[src/rtl/serial_subtractor.sv]
// Bit-serial N-bit subtractor: {bout,diff} = a - b - bin, one bit per clock, LSB first.
// Define SERIAL_SUBTRACTOR_OVF_EN to add the registered signed-overflow output ovf.
module serial_subtractor #(
  parameter int N = 8
) (
  input  logic         clk,
  input  logic         rstN,
  input  logic         start_valid,
  output logic         start_ready,
  input  logic [N-1:0] a,
  input  logic [N-1:0] b,
  input  logic         bin,
  output logic         res_valid,
  input  logic         res_ready,
  output logic [N-1:0] diff,
  output logic         bout,
`ifdef SERIAL_SUBTRACTOR_OVF_EN
  output logic         ovf,
`endif
  output logic [1:0]   dbg_state
);

  localparam int CW = $clog2(N);

  typedef enum logic [1:0] {IDLE = 2'd0, RUN = 2'd1, DONE = 2'd2} state_t;

  state_t         state_q, state_d;
  logic [N-1:0]   a_q, b_q, diff_q;
  logic [CW-1:0]  cnt_q;
  logic           br_q, bout_q;
  logic           a_bit, b_bit, d_bit, br_nxt, last_bit;
`ifdef SERIAL_SUBTRACTOR_OVF_EN
  logic           ovf_q;
`endif

  // Single full-subtractor cell working on the LSBs of the operand shifters.
  assign a_bit    = a_q[0];
  assign b_bit    = b_q[0];
  assign d_bit    = a_bit ^ b_bit ^ br_q;
  assign br_nxt   = (~a_bit & b_bit) | (~(a_bit ^ b_bit) & br_q);
  assign last_bit = (cnt_q == CW'(N - 1));

  always_ff @(posedge clk or negedge rstN) begin
    if (!rstN) state_q <= IDLE;
    else       state_q <= state_d;
  end

  always_comb begin
    state_d = state_q;
    case (state_q)
      IDLE:    if (start_valid) state_d = RUN;
      RUN:     if (last_bit)    state_d = DONE;
      DONE:    if (res_ready)   state_d = IDLE;
      default: state_d = IDLE;
    endcase
  end

  always_comb begin
    start_ready = (state_q == IDLE);
    res_valid   = (state_q == DONE);
    dbg_state   = state_q;
  end

  always_ff @(posedge clk or negedge rstN) begin
    if (!rstN) begin
      a_q    <= '0;
      b_q    <= '0;
      br_q   <= 1'b0;
      cnt_q  <= '0;
      diff_q <= '0;
      bout_q <= 1'b0;
`ifdef SERIAL_SUBTRACTOR_OVF_EN
      ovf_q  <= 1'b0;
`endif
    end else begin
      case (state_q)
        IDLE: begin
          if (start_valid) begin
            a_q   <= a;
            b_q   <= b;
            br_q  <= bin;
            cnt_q <= '0;
          end
        end
        RUN: begin
          a_q    <= a_q >> 1;
          b_q    <= b_q >> 1;
          br_q   <= br_nxt;
          diff_q <= {d_bit, diff_q[N-1:1]};
          cnt_q  <= cnt_q + CW'(1);
          if (last_bit) begin
            bout_q <= br_nxt;
`ifdef SERIAL_SUBTRACTOR_OVF_EN
            // br_q here is the borrow into the sign bit.
            ovf_q  <= br_q ^ br_nxt;
`endif
          end
        end
        default: ;
      endcase
    end
  end

  assign diff = diff_q;
  assign bout = bout_q;
`ifdef SERIAL_SUBTRACTOR_OVF_EN
  assign ovf  = ovf_q;
`endif

endmodule

[config.mk]
export PLATFORM = sky130hd
export DESIGN_NAME = serial_subtractor
export DESIGN_NICKNAME = d
export VERILOG_FILES = /design/src/rtl/serial_subtractor.sv
export SDC_FILE = /design/constraint.sdc
export NUM_CORES = 1
export LEC_CHECK = 0
export ABC_CLOCK_PERIOD_IN_PS = 1200
export CAP_MARGIN = 20
export CORE_ASPECT_RATIO = 1.4
export CORE_MARGIN = 1
export CORE_UTILIZATION = 55
export DETAILED_ROUTE_END_ITERATION = 7
export DONT_BUFFER_PORTS = 1
export PLACE_DENSITY = 0.73
export SYNTH_ARGS = -nofsm -noshare
export SYNTH_HDL_FRONTEND = slang
export SYNTH_SLANG_ARGS = --single-unit
[constraint.sdc]
create_clock -name clk -period 1.2 [get_ports clk]
set_clock_uncertainty 0.05 [all_clocks]
set_input_delay 0.24 -clock clk [delete_from_list [all_inputs] [get_ports clk]]
set_output_delay 0.24 -clock clk [all_outputs]
set_load 0.02 [all_outputs]
# ---- After elaboration in Yosys (flattened, before gate mapping)
# Cells that the tools add are included.
dict set report word_totals {
  ff_bits 31
  input_bits 21
  out_inout_bits 13
}
dict set report op_classes {
  n_addsub 1
  eq_ne 6
  mux 12
  bitwise 7
  reduce_logical 5
}
# op n
set ops {}
lappend ops {{$pmux 8 s2} 2}
lappend ops {{$mux 8} 2}
lappend ops {{$mux 2} 3}
lappend ops {{$pmux 2 s3} 1}
lappend ops {{$pmux 3 s2} 1}
lappend ops {{$ne 2x2->1 const B} 2}
lappend ops {{$reduce_and 2->1} 2}
lappend ops {{$add 3x1->3 const B} 1}
lappend ops {{$eq 3x3->1 const B} 1}
lappend ops {{$mux 3} 1}
lappend ops {{$reduce_and 3->1} 1}
lappend ops {{$and 1x1->1} 2}
lappend ops {{$eq 2x1->1 const B} 1}
lappend ops {{$eq 2x2->1 const B} 1}
lappend ops {{$logic_not 2->1} 1}
lappend ops {{$ne 2x1->1 const B} 1}
lappend ops {{$not 1->1} 2}
lappend ops {{$pmux 1 s2} 1}
lappend ops {{$reduce_bool 2->1} 1}
lappend ops {{$xor 1x1->1} 2}
lappend ops {{$mux 1} 1}
lappend ops {{$or 1x1->1} 1}

# ---- Logic depth before layout (Yosys ltp)
# Gate-level depths: netlist of run 1.
dict set report logic_depth {
  depth_word 5
  ltp_mapped 5
  mapped_depth_nobuf 5
}

# ---- Least setup slack after synthesis of run 1
# No wires, ideal clock.
dict set report synth_path {
  kind {register to output}
  startpoint {reg state_q[1] (netlist: dbg_state[1])}
  endpoint {out res_valid}
  t_arrival_ns 1.172
  required_ns 0.910
  setup_slack_ns -0.262
  path_stages_with_launch 5
  n_path_buf 2
  path_cell_list {dfrtp_1 -> buf_6 -> inv_1 -> buf_4 -> nor2_1}
}
dict set report synth_via {
  elab_chain_len 1
}
# item line
set synth_lines {}
lappend synth_lines {{start, declared} 27} ;# state_t state_q, state_d;
lappend synth_lines {{start signal, assigned} 45} ;# else state_q <= state_d;
lappend synth_lines {{$eq 2x2->1} 60} ;# res_valid = (state_q == DONE);
lappend synth_lines {{end, declared} 13} ;# output logic res_valid,
# No other way between the ends.

# ---- Worst setup path after layout of run 1
dict set report layout_path {
  startpoint {reg state_q[0] (netlist: dbg_state[0])}
  endpoint {out start_ready}
}
dict set report layout_via {
  elab_chain_len 1
}
# item line
set layout_lines {}
lappend layout_lines {{$logic_not 2->1} 59} ;# start_ready = (state_q == IDLE);
lappend layout_lines {{end, declared} 9} ;# output logic start_ready,
# No other way between the ends.

==> results of run 1 <==
routing by layer:
layer / up-vias / global-route usage [%] / routed length (um)
met5: - / 0 / 0
met4: 0 / 12.12 / 68
met3: 7 / 9.884 / 177
met2: 39 / 42.57 / 1900
met1: 566 / 30.90 / 1369
li1: 508 / - / -
worst max-delay path: stages (launching register included):
cell and delay (ps):
dfrtp_2 450, buf_6 130, nor2_4 140, buf_12 120
stage by stage:
stage	TNS (ps)	util [%]	cell area (um2)	std cells	hold slack (ps)
6_report	-3577	83.33	2014	184	20.87
5_1_grt	-5130	83.33	2014	184	5.112
4_1_cts	-2665	76.45	1848	178	11.48
3_5_place_dp	-1506	66.30	1603	159	-105.0
3_3_place_gp	-664.1	66.30	1603	159	-104.8
2_1_floorplan	-658.5	-	1451	115	-105.6
cell usage in the layout (no fill, tap or decap), types with 5 or more instances in the layout:
cell type / n
dfrtp_1: 29
buf_4: 15
o22ai_1: 13
buf_6: 11
mux2_4: 8
a2bb2oi_2: 5
a21oi_1: 5
clkbuf_4: 5
buf_12: 5
how the worst max path moves through the flow:
| stage | slack [ps] | to | start | depth (start not counted) |
|---|---|---|---|---|
| after floorplan | -110 | diff[6] | dbg_state[1] | 4 |
| after global placement | -80 | diff[7] | a_q[0] | 2 |
| after detailed placement | -130 | b_q[5] | dbg_state[0] | 3 |
| after CTS | -270 | start_ready | dbg_state[1] | 3 |
| after global routing | -310 | start_ready | dbg_state[0] | 3 |
| final | -260 | start_ready | dbg_state[0] | 3 |
state kept, by name (all words and copies together), names as in the netlist:
register,count
a_q,8
b_q,8
bout,1
br_q,1
cnt_q,3
dbg_state,2
diff,8
power breakdown:
group | total [mW] | internal, mW | switching (mW) | leakage [nW]
logic | 3.14 | 1.88 | 1.27 | 0.464
registers | 2.18 | 1.55 | 0.630 | 0.363
clock network | 0.688 | 0.344 | 0.344 | 0.0386
synth_stat cells:
master / instances
dfrtp_1: 31
o22ai_1: 19
a21oi_1: 7
a2bb2oi_1: 7
mux2_2: 6
buf_6: 4
nand2b_1: 4
nor2_1: 4
o21ai_0: 4
a22o_1: 3
buf_4: 3
inv_1: 3
nand2_1: 3
ha_1: 2
mux2_4: 2
nand3b_1: 2
nor2_4: 2
a221oi_2: 1
a32o_1: 1
and2b_4: 1
buf_2: 1
fa_1: 1
inv_2: 1
o21bai_1: 1
o221a_2: 1
o31ai_2: 1
layout make-up:
cell class / instances / share of cell area, %
clock buffers: 8 / 3.416
well taps: 34 / 2.112
flip-flops and latches: 31 / 38.63
multi-input cells: 73 / 36.89
inverters: 4 / 0.7453
repair buffers: 34 / 18.20
repair_timing:
action | 4_1_cts | 5_1_grt
endpoints found under the hold margin | 33 | 0
gates resized for setup | 19 | 28
gates cloned | 1 | 0
setup buffers | 6 | 6
pin swaps | 5 | 5
hold buffers | 4 | 0
setup endpoints to repair | 30 | 34
cells by family (layout without fill, tap and decap cells):
family	Yosys count	after routing	share of synthesized area (%)
AO/OA/AOI/OAI	45	45	22.34
flip-flops	31	31	54.53
AND/OR/NAND/NOR	16	17	6.947
buffers and inverters	12	46	6.156
multiplexers	8	8	6.860
adder cells (fa/ha/maj)	3	3	3.166
==> results by group, run 1 <==
Pwr
  – Cell area power density: 2987 nW/um2
  – Static Leak: 0.8658 nW
  – Worst VDD drop: 0.001850 V
  – Power, Total: 6.016 mW

Floorplanning
  – Die Height: slightly above 60 um
  – Initial core utilization: roughly three fifths
  – Core ar.: 2417 um2
  – Top-Level Pins: 34
  – Rows: 21
  – Chip Width: around 45 um
  – Die area: 2797 um2

Critical path
  – CP Max Fanout: 4
  – R2R Path End: b_q[4]
  – Crit path kind: reg -> out
  – FF-to-FF path depth: 5
  – R2r startpoint: dbg_state[1]
  – CP required: 910 ps
  – Element type at the critical path start: flop
  – CP Capture Type: primary output
  – Crit path arrival time: ~1200 ps
  – FF-to-FF setup slack: -150 ps

Synthesis
  – Post-Syn Instances: 115
  – Post-Synthesis Cell Area: 1423 um2
  – Cell taking the most area after synthesis: dfrtp_1
  – Number of distinct library cells after synthesis: 26
  – Largest cells by area after synthesis: dfrtp_1, o22ai_1, mux2_2, a2bb2oi_1, buf_6
  – Area share of the largest cell type after synthesis: 54.53%
  – Mapped Avg Cell Area: 12.37 um2
  – Ys Warns: 0
  – Seq/Total Area, Yosys: 54.53%
  – Synth Register Bits: 31
  – Mapped Nets: 139

Global route
  – GRT Total Usage: between 20% and 30%
  – First-pass GRT wire length: 5.285 mm
  – Vias in the first global route: 1,158
  – Grt ovf: 0
  – Initial antenna violation count: 0
  – Largest net degree at the start of global routing: 32

Drt
  – Via count: 1,120
  – DRC viols: 0
  – WL/cell: ~19 um
  – Routed WL: 3.515 mm
  – Average vias per placed instance: 6.087
  – Post-DRT Antenna Nets: 0
  – Pre-antenna DRT Iters: 4
  – Initial DRC Count: 35

Timing
  – Final count of hold timing violations: 0
  – Worst-Margin Slew: about 260 ps
  – Worst Slack Setup Final: -262.8 ps
  – Final setup violation count: 33
  – Fraction of the cycle the final worst path needs: 121.9%
  – RSZ-0062 raised after global routing: true
  – Slew headroom: 82.89%
  – Fmax: 683.6 MHz
  – Minimum clock period: around 1500 ps
  – Final Slew Violations: 0

Clock network
  – Skew-Pair Late Insertion Delay: 340 ps
  – Clk root buf: clkbuf_4
  – CTS tree: yes
  – CTS Sinks: 31
  – Num CTS Buffers: 5
  – H-tree depth: 2
  – Worst-path clk slew: 80 ps
  – Max Buffers Root-to-Sink: 2

Worst hold path
  – Hold WC Path Type: in -> reg
  – Hold Path Depth: 1
  – Worst hold endpoint: b_q[7]
  – Worst hold start: b[7]

Place
  – Gp weighted congestion: 0.8224
  – Post-DP HPWL: 2.081 mm
  – Worst slack, placed: -131.7 ps
  – Port Buffer Count: 0

Job
  – Max cap viols: 0

Run status
  – Outcome: complete, but fails checks
  – Failing checks: negative setup slack

Final layout
  – Fillers: ~130
  – Synthesis-to-layout area growth: 41.60%
  – Diodes inserted: 0
  – Net count, final: 173
  – FF/Latch Area: between 700 and 800 um2
  – Fraction of final layout cells sized beyond drive strength 1: 53.33%
  – Footprint of the multi-input gates: 743.2 um2
Power figures use the tool's default switching activity.
==> run 2: changes to the inputs <==
--- a/config.mk
+++ b/config.mk
@@ -5,14 +5,15 @@
 export SDC_FILE = /design/constraint.sdc
 export NUM_CORES = 1
 export LEC_CHECK = 0
-export ABC_CLOCK_PERIOD_IN_PS = 1200
+export ABC_CLOCK_PERIOD_IN_PS = 1800
 export CAP_MARGIN = 20
 export CORE_ASPECT_RATIO = 1.4
 export CORE_MARGIN = 1
 export CORE_UTILIZATION = 55
 export DETAILED_ROUTE_END_ITERATION = 7
 export DONT_BUFFER_PORTS = 1
-export PLACE_DENSITY = 0.73
+export PLACE_DENSITY = 0.7
 export SYNTH_ARGS = -nofsm -noshare
 export SYNTH_HDL_FRONTEND = slang
 export SYNTH_SLANG_ARGS = --single-unit
+export TNS_END_PERCENT = 100
==> constraint.sdc (replaced) <==
create_clock -name clk -period 1.8 [get_ports clk]
set_clock_uncertainty 0.05 [all_clocks]
set_input_delay 0.36 -clock clk [delete_from_list [all_inputs] [get_ports clk]]
set_output_delay 0.36 -clock clk [all_outputs]
set_load 0.02 [all_outputs]
==> run 2 against run 1 <==
Effect of this change: the flow now finishes without violations; sequential power shrank 34%; combinational power shrank 62%; clock power shrank 49%; critical path type unchanged.
==> results by group, run 2 (same netlist as run 1, synthesis figures left out) <==
Clock network
  – CTS Sinks: 31 (unchanged)
  – Worst-path clk slew: 80 ps (about the same)
  – H-tree depth: 2 (unchanged)
  – CTS resizes: 0 (-19)
  – Max Buffers Root-to-Sink: 2 (unchanged)
  – Num CTS Buffers: 5 (unchanged)
  – CTS tree: yes
  – Clk root buf: clkbuf_4
  – Skew-Pair Late Insertion Delay: 320 ps (-20 ps)

Critical path
  – Slowest cell on the critical path: dfrtp_1
  – Crit path arrival time: 1230 ps (+60 ps)
  – CP max stage delay: 630 ps (+180 ps)
  – CP Max Fanout: 13 (+9)
  – CP Capture Type: primary output
  – CP Cell Sequence: nor2_1 -> buf_4
  – Top delay family on crit path: flip-flops
  – Crit path kind: reg -> out
  – WP buf/inv: 1 (-1)
  – Element type at the critical path start: flop
  – FF-to-FF setup slack: 350 ps (+500 ps)
  – CP required: 1390 ps (+480 ps)

Final layout
  – Fin cells: 157 (-15%)
  – Net count, final: 148 (-14%)
  – Leading cell type in the layout, fill and taps excluded: dfrtp_1
  – Cell area after layout: 1524 um2 (-24%)
  – Commonest cells after routing, fill and taps aside: dfrtp_1, o22ai_1, buf_4
  – Synthesis-to-layout area growth: 7.124%
  – Fraction of final layout cells sized beyond drive strength 1: 23.58% (-30 points)
  – Fillers: 205 (+55%)
  – Diodes inserted: 0 (unchanged)

Drt
  – Routed WL: 2.894 mm (-18%)
  – Initial DRC Count: 30 (-14%)
  – Post-DRT Antenna Nets: 0 (unchanged)
  – DRC viols: 0 (unchanged)
  – Via count: 965 (-14%)
  – Pre-antenna DRT Iters: 5 (+1)
  – WL/cell: 18.43 um (-3.5%)
  – Average vias per placed instance: 6.146 (+0.98%)

Timing
  – Final Slew Violations: 0 (unchanged)
  – RSZ-0062 raised after global routing: false
  – Hold slack: 56.96 ps (+36.10 ps)
  – Final setup violation count: 0 (-100%)
  – Minimum clock period: 1642 ps
  – Fmax: 609.0 MHz
  – Slew headroom: 69.04% (-14 points)
  – Fraction of the cycle the final worst path needs: 91.22%
  – Worst-Margin Slew: 464.3 ps (+207.7 ps)
  – Total negative slack: 0 ps (+3577 ps)
  – Final count of hold timing violations: 0 (unchanged)

Floorplanning
  – Top-Level Pins: 34 (unchanged)
  – Initial core utilization: 58.85% (unchanged)
  – Rows: 21 (unchanged)
  – Core ar.: 2417 um2 (unchanged)
  – Chip Width: 44.99 um (unchanged)
  – Die area: 2797 um2 (unchanged)
  – Die Height: 62.18 um (unchanged)

Global route
  – GRT Total Usage: 24.11% (-2.7 points)
  – First-pass GRT wire length: 4.940 mm (-6.5%)
  – Vias in the first global route: 1,073 (-7.3%)
  – Grt ovf: 0 (unchanged)
  – Largest net degree at the start of global routing: 32 (unchanged)
  – Initial antenna violation count: 0 (unchanged)

Worst hold path
  – Hold WC Path Type: in -> reg

Place
  – Dpl cells: 149 (-6.3%)
  – Port Buffer Count: 0 (unchanged)
  – Gp weighted congestion: 0.7740 (-5.9%)
  – Post-DP HPWL: 2.008 mm (-3.5%)
  – Cell Area, Placed: 1453 um2 (-9.4%)

Pwr
  – Cell area power density: 1944 nW/um2 (-35%)
  – Worst VDD drop: 0.001058 V (-43%)
  – Static Leak: 0.6565 nW (-24%)

Run status
  – Outcome: completed

Job
  – Max cap viols: 0 (unchanged)
==> run 2: timing repair <==
| action | in CTS | in global routing |
|---|---|---|
| hold buffers | 2 | 0 |
| endpoints found under the setup margin | 0 | 0 |
| setup buffers | 0 | 0 |
| endpoints found under the hold margin | 31 | 0 |
==> run 2: power breakdown <==
part           switching (mW)  internal, mW
Clock                   0.211         0.139
Combinational           0.554         0.633
Sequential              0.393          1.03
Total                    1.16          1.80
==> run 2: layout make-up <==
type	instances	area, um2	share of cell area (%)
inverters	4	15.01	0.9852
flip-flops and latches	31	775.7	50.90
well taps	34	42.54	2.791
multi-input cells	72	559.3	36.70
clock buffers	6	41.29	2.709
repair buffers	10	90.09	5.911
==> run 2: path summary, 6_finish.rpt <==
kind	startpoint	endpoint	depth (start not counted)
worst max register to register	dbg_state[0]	b_q[5]	3
worst min register to register	b_q[7]	b_q[7]	1
worst min-delay path	res_ready	dbg_state[1]	1
min in group asynchronous	rstN	a_q[4]	2
max in group asynchronous	rstN	b_q[5]	2
worst max-delay path	dbg_state[0]	res_valid	2
==> run 2: per-stage QoR <==
step	total power, mW	setup slack [ps]	utilization, %
2_1_floorplan	2.371	218.0	-
3_3_place_gp	2.522	427.9	60.09
3_5_place_dp	2.605	393.4	60.09
4_1_cts	2.979	160.3	63.04
5_1_grt	3.181	84.39	63.04
6_report	2.963	158.0	63.04
==> run 2: per-layer routing <==
layer / vias to the layer above / global-route usage (%) / wire, um
li1: 444 / - / -
met1: 480 / 28.49 / 1152
met2: 34 / 39.31 / 1527
met3: 7 / 8.140 / 169
met4: 0 / 8.712 / 44
met5: - / 0 / 0
